## src/rtl/arc_micro_pkg.sv

```systemverilog
// arc_micro_pkg: shared microword layout, COND encodings and sequencer states for the ARC control store.
package arc_micro_pkg;
    localparam int ADDR_W = 11;
    localparam int WORD_W = 41;
    localparam int RD_BIT = 19;
    localparam int WR_BIT = 18;
    localparam int COND_LSB = 11;
    localparam int COND_W = 3;
    localparam int JADDR_LSB = 0;
    localparam logic DECODE_PREFIX = 1'b1;
    localparam logic [5:0] OP00_MASK = 6'b111000;
    typedef enum logic [2:0] {
        COND_NEXT, COND_N, COND_Z, COND_V, COND_C, COND_IR13, COND_JUMP, COND_DECODE
    } cond_e;
    typedef enum logic {ST_RUN, ST_WAIT} state_e;
endpackage

```

## src/rtl/micro_next_addr.sv

```systemverilog
// micro_next_addr: combinational next control-store address from COND/JADDR, PSR flags and IR.
module micro_next_addr
    import arc_micro_pkg::*;
(
    input  logic [WORD_W-1:0] MI_WORD,
    input  logic [ADDR_W-1:0] CSAI,
    input  logic [31:0]       IR,
    input  logic [3:0]        PSR_NZVC,
    output logic [ADDR_W-1:0] NEXT
);
    cond_e             cond;
    logic [ADDR_W-1:0] jaddr;
    logic [5:0]        op3;
    logic [7:0]        take;
    logic              unused_bits;
    assign cond  = cond_e'(MI_WORD[COND_LSB +: COND_W]);
    assign jaddr = MI_WORD[JADDR_LSB +: ADDR_W];
    // branch/sethi (op=00) dispatch on op2 alone, so the low op3 bits are dropped
    assign op3   = IR[31:30] == 2'b00 ? IR[24:19] & OP00_MASK : IR[24:19];
    assign take  = {1'b0, 1'b1, IR[13], PSR_NZVC[0], PSR_NZVC[1], PSR_NZVC[2], PSR_NZVC[3], 1'b0};
    assign NEXT  = cond == COND_DECODE ? {DECODE_PREFIX, IR[31:30], op3, 2'b00}
                 : take[cond] ? jaddr : CSAI + 1'b1;
    assign unused_bits = ^{MI_WORD[WORD_W-1:COND_LSB+COND_W], IR[29:25], IR[18:14], IR[12:0]};
endmodule

```

## src/rtl/micro_sequencer.sv

```systemverilog
// micro_sequencer: control-store address register with memory-wait stall and timeout trap.
module micro_sequencer
    import arc_micro_pkg::*;
#(
    parameter int                WAIT_MAX  = 15,
    parameter logic [ADDR_W-1:0] TRAP_ADDR = '0
) (
    input  logic              CLOCK_50,
    input  logic              RESET_InHigh,
    input  logic [WORD_W-1:0] MI_WORD,
    input  logic [31:0]       IR,
    input  logic [3:0]        PSR_NZVC,
    input  logic              MEM_READY,
    output logic [ADDR_W-1:0] CSAI,
    output logic              STALL,
    output logic              MEM_ERR
);
    localparam int CNT_W = $clog2(WAIT_MAX + 1);
    state_e            state, state_n;
    logic [CNT_W-1:0]  cnt, cnt_n;
    logic [ADDR_W-1:0] next_addr, csai_n;
    logic              memop, err_n;
    micro_next_addr u_next (
        .MI_WORD  (MI_WORD),
        .CSAI     (CSAI),
        .IR       (IR),
        .PSR_NZVC (PSR_NZVC),
        .NEXT     (next_addr)
    );
    assign memop = MI_WORD[RD_BIT] | MI_WORD[WR_BIT];
    always_comb begin
        state_n = state;
        csai_n  = CSAI;
        cnt_n   = cnt;
        err_n   = 1'b0;
        STALL   = 1'b0;
        if (state == ST_RUN) begin
            if (memop && !MEM_READY) begin
                state_n = ST_WAIT;
                cnt_n   = CNT_W'(1);
                STALL   = 1'b1;
            end else begin
                csai_n = next_addr;
            end
        end else if (MEM_READY) begin
            state_n = ST_RUN;
            csai_n  = next_addr;
            cnt_n   = '0;
        end else if (cnt == CNT_W'(WAIT_MAX)) begin
            state_n = ST_RUN;
            csai_n  = TRAP_ADDR;
            cnt_n   = '0;
            err_n   = 1'b1;
            STALL   = 1'b1;
        end else begin
            cnt_n = cnt + 1'b1;
            STALL = 1'b1;
        end
    end
    always_ff @(posedge CLOCK_50) begin
        if (RESET_InHigh) begin
            state   <= ST_RUN;
            CSAI    <= '0;
            cnt     <= '0;
            MEM_ERR <= 1'b0;
        end else begin
            state   <= state_n;
            CSAI    <= csai_n;
            cnt     <= cnt_n;
            MEM_ERR <= err_n;
        end
    end
endmodule
```

## config.mk

```make
export PLATFORM = sky130hd
export DESIGN_NAME = micro_sequencer
export DESIGN_NICKNAME = d
export VERILOG_FILES = /design/src/rtl/arc_micro_pkg.sv /design/src/rtl/micro_next_addr.sv /design/src/rtl/micro_sequencer.sv
export SDC_FILE = /design/constraint.sdc
export NUM_CORES = 1
export LEC_CHECK = 0
export BUFFER_PORTS_ARGS = -buffer_cell sky130_fd_sc_hd__buf_2
export CORE_MARGIN = 2
export CORE_UTILIZATION = 39
export DETAILED_ROUTE_END_ITERATION = 7
export PLACE_DENSITY = 0.8
export SYNTH_ARGS = -nofsm -noshare
export SYNTH_HDL_FRONTEND = slang
export SYNTH_SLANG_ARGS = --single-unit
```

## constraint.sdc

```tcl
create_clock -name CLOCK_50 -period 2.1 [get_ports CLOCK_50]
set_input_delay 0 -clock CLOCK_50 [delete_from_list [all_inputs] [get_ports CLOCK_50]]
set_output_delay 0 -clock CLOCK_50 [all_outputs]
set_load 0.03 [all_outputs]
```

==> results by group <==
Power
  – Worst VDD drop: 304 µV
  – Total Power: 0.000837 W
  – Leakage: 0.652 nW
  – PwrDens: 552 nW/µm²

Synthesis
  – Synth Cell Area: 1150 µm²
  – FF+latch count, synth: 17
  – Sequential fraction of the synthesis area: 29.6%
  – Synth Instances: 135
  – Syn nets: 217
  – Number of synthesized flops with an enable pin: 0
  – FFs w/ async S/R, synth: 0%
  – Prevailing post-synth register cell: dfxtp_1
  – Synth warn: 0
  – Synth cell types: 47
  – Post-Syn Area per Cell: 8.53 µm²

STA
  – Final worst-path cycle share: 85.7%
  – Final Setup Violations: 0
  – Slew @ Worst Pin: 0.484 ns
  – Hold Vio Cnt, Final: 1
  – Post-layout min period: 1.80 ns
  – Worst slew margin: 67.8%
  – Setup TNS: 0 ns
  – RSZ-0062 raised after global routing: no
  – Peak Freq: 556 MHz
  – Hold Worst Slack: -0.000644 ns
  – Final clock skew: 0.00322 ns
  – Pins over their slew limit: 0

Clock network
  – Num CTS Buffers: 3
  – Clock buffer depth: 2
  – Max H-tree Level: 1
  – CTS Sinks: 17
  – Clock-pin slew on the worst setup and hold paths: 0.10 ns
  – CTS tree: done
  – Clk Latency, worst-skew pair: 0.30 ns
  – Clk root buf: clkbuf_4

Final layout
  – NumNets Final: 273
  – Fillers: 273
  – FF+latch area: 340 µm²
  – Antenna fix cells: 0
  – Layout area overhead: 31.7%
  – Final Non-Filler Cells: 221
  – Share of cells above drive strength 1: 32.1%
  – Area of the multi-input gates: 759 µm²

Worst setup path
  – Critical Path Start: CSAI[0]
  – Worst setup EP type: flip-flop
  – R2R setup slack: 0.30 ns
  – Worst-path maximum fanout: 5
  – CP required: 2.34 ns
  – Reg-to-Reg End: CSAI[10]
  – Startpoint Class: flip-flop
  – Crit path DAT: 2.04 ns
  – R2r worst-path depth: 5
  – Critical path class: reg -> reg
  – R2R Path Start: CSAI[0]

Die
  – Area of the core: 2780 µm²
  – Initial Utilization: 41.4%
  – Die Wd: 58.3 µm
  – Die area: 3400 µm²
  – Die Y: 58.3 µm
  – IO Pins: 93
  – Placement Rows: 19

Placement
  – Inst Count DP: 208
  – Post-DP HPWL: 2260 µm
  – GP Congestion: 0.842
  – Port buffer count: 44

Routing
  – Drt total wl: 3050 µm
  – DR pass1 iterations: 5
  – DR WL/cell: 13.8 µm
  – Number of routed nets with antenna violations: 0
  – Detailed Route Iter0 Violations: 41
  – Via/cell ratio: 5.95
  – Detailed-route via count: 1315
  – DRC Markers: 0

GRT
  – Met1 global-route usage: 24.0%
  – Overflow after GRT: 0
  – Grt peak-use layer: met2
  – GRT Total Usage: 18.1%
  – Vias in the first global route: 1088
  – Global-route wire length before repair: 4760 µm
  – Antenna violations before repair: 0
  – Pin count of the biggest net entering global routing: 13
  – Grt met2 use: 29.4%
  – Met3 Resource Use GR: 3.08%

Run status
  – Failing checks: hold timing
  – Status: complete, but fails checks

Worst hold path
  – WHS Endpoint: CSAI[8]
  – HP Class: in -> reg
  – Worst hold path depth: 3
  – HP Start: MI_WORD[8]

Run
  – Max_cap viols: 0
worst max path at each step:
stage / endpoint / slack, ns / depth (start not counted)
2_1_floorplan: CSAI[10] / 0.23 / 5
3_3_place_gp: CSAI[0] / 0.25 / 5
3_5_place_dp: CSAI[1] / 0.18 / 5
4_1_cts: CSAI[1] / 0.17 / 5
5_1_grt: CSAI[10] / 0.22 / 5
6_report: CSAI[10] / 0.30 / 5
kinds of logic after synthesis:
family	count (synthesis)	synth area share (%)
and+or+nand+nor	54	25.0
AOI/OAI and AO/OA	41	27.3
DFF	17	29.6
buffers and inverters	11	5.00
muxes	7	8.70
xor gates and xnor gates	3	2.28
adders and majority gates	2	2.17
flip-flops by register name, indices dropped and copies added, names as in the netlist:
register and count:
cnt 4, MEM_ERR 1, state 1, CSAI 11
layout make-up:
class                           count  share of cell area (%)
Clock buffer                        4                    1.73
Sequential cell                    17                    22.4
Tap cell                           31                    2.56
Timing Repair Buffer               55                    21.5
Inverter                            7                    1.73
Multi-Input combinational cell    107                    50.1
report_power, final:
part / leakage, nW / total (W) / switching (W) / internal [W]
logic: 0.498 / 0.000270 / 0.000152 / 0.000119
clock network: 0.0150 / 0.000184 / 0.000110 / 0.0000742
registers: 0.139 / 0.000383 / 0.0000349 / 0.000348
total: 0.652 / 0.000837 / 0.000296 / 0.000541
cells in the final DEF (no fill, tap or decap), types with 2 or more instances in the layout:
cell type and instances:
buf_4 2, or2_2 2, and2_1 3, o31a_1 2, o21ai_0 5, a21oi_1 4, and3_1 3, nand2_1 4
or4_1 2, o2bb2ai_1 2, dfxtp_1 17, nand2b_1 2, nand3_1 8, inv_1 7, a32oi_1 8, nor2_1 17
ha_1 2, xnor2_1 2, o32ai_1 4, mux2i_1 4, o31ai_1 3, nor4_1 2, buf_2 44, mux4_2 2
nor3_1 3, a22oi_1 2, clkbuf_4 3, dlygate4sd3_1 9
critical path: stages (launching register included):
cell     delay (ns)
dfxtp_1        0.40
ha_1           0.28
nand2_1        0.14
or4_1          0.54
o211a_1        0.23
o22ai_1        0.15
Yosys cell counts, types with 2 or more instances:
| master | n | area share [%] |
|---|---|---|
| dfxtp_1 | 17 | 30 |
| nor2_1 | 17 | 5.5 |
| a32oi_1 | 8 | 6.1 |
| nand3_1 | 8 | 3.5 |
| inv_1 | 7 | 2.3 |
| o21ai_0 | 5 | 2.2 |
| a21oi_1 | 4 | 1.7 |
| mux2i_1 | 4 | 3.5 |
| nand2_1 | 4 | 1.3 |
| o32ai_1 | 4 | 3.0 |
| and2_1 | 3 | 1.6 |
| and3_1 | 3 | 1.6 |
| nor3_1 | 3 | 1.3 |
| o31ai_1 | 3 | 2.0 |
| a22oi_1 | 2 | 1.3 |
| buf_6 | 2 | 2.0 |
| ha_1 | 2 | 2.2 |
| mux4_2 | 2 | 3.9 |
| nand2b_1 | 2 | 1.1 |
| nor4_1 | 2 | 1.1 |
| o22ai_1 | 2 | 1.1 |
| o2bb2ai_1 | 2 | 1.5 |
| o31a_1 | 2 | 1.5 |
| or2_2 | 2 | 1.1 |
| or4_1 | 2 | 1.3 |
| xnor2_1 | 2 | 1.5 |
through the flow:
step	area, µm²	hold WS (ns)	setup slack (ns)	utilization, %
floorplan	1150	0.119	0.229	-
global placement	1390	0.221	0.251	50.1
detailed placement	1390	0.228	0.185	50.1
CTS	1510	0.00285	0.170	54.3
global route	1520	0.0109	0.217	54.5
finish	1520	-0.000644	0.301	54.5
repair_timing:
| action | 4_1_cts | 5_1_grt |
|---|---|---|
| endpoints found under the hold margin | 8 | 0 |
| resized for setup | 0 | 1 |
| buffers inserted | 0 | 0 |
| hold buffers | 9 | 0 |
| endpoints found under the setup margin | 0 | 2 |
per-layer routing:
layer / wire length (µm) / vias up / share of wire (%)
li1: - / 639 / -
met1: 1270 / 599 / 42
met2: 1480 / 72 / 48
met3: 266 / 5 / 8.7
met4: 39 / 0 / 1.3
met5: 0 / - / 0
Note: power is estimated with default switching activity, not from simulation.
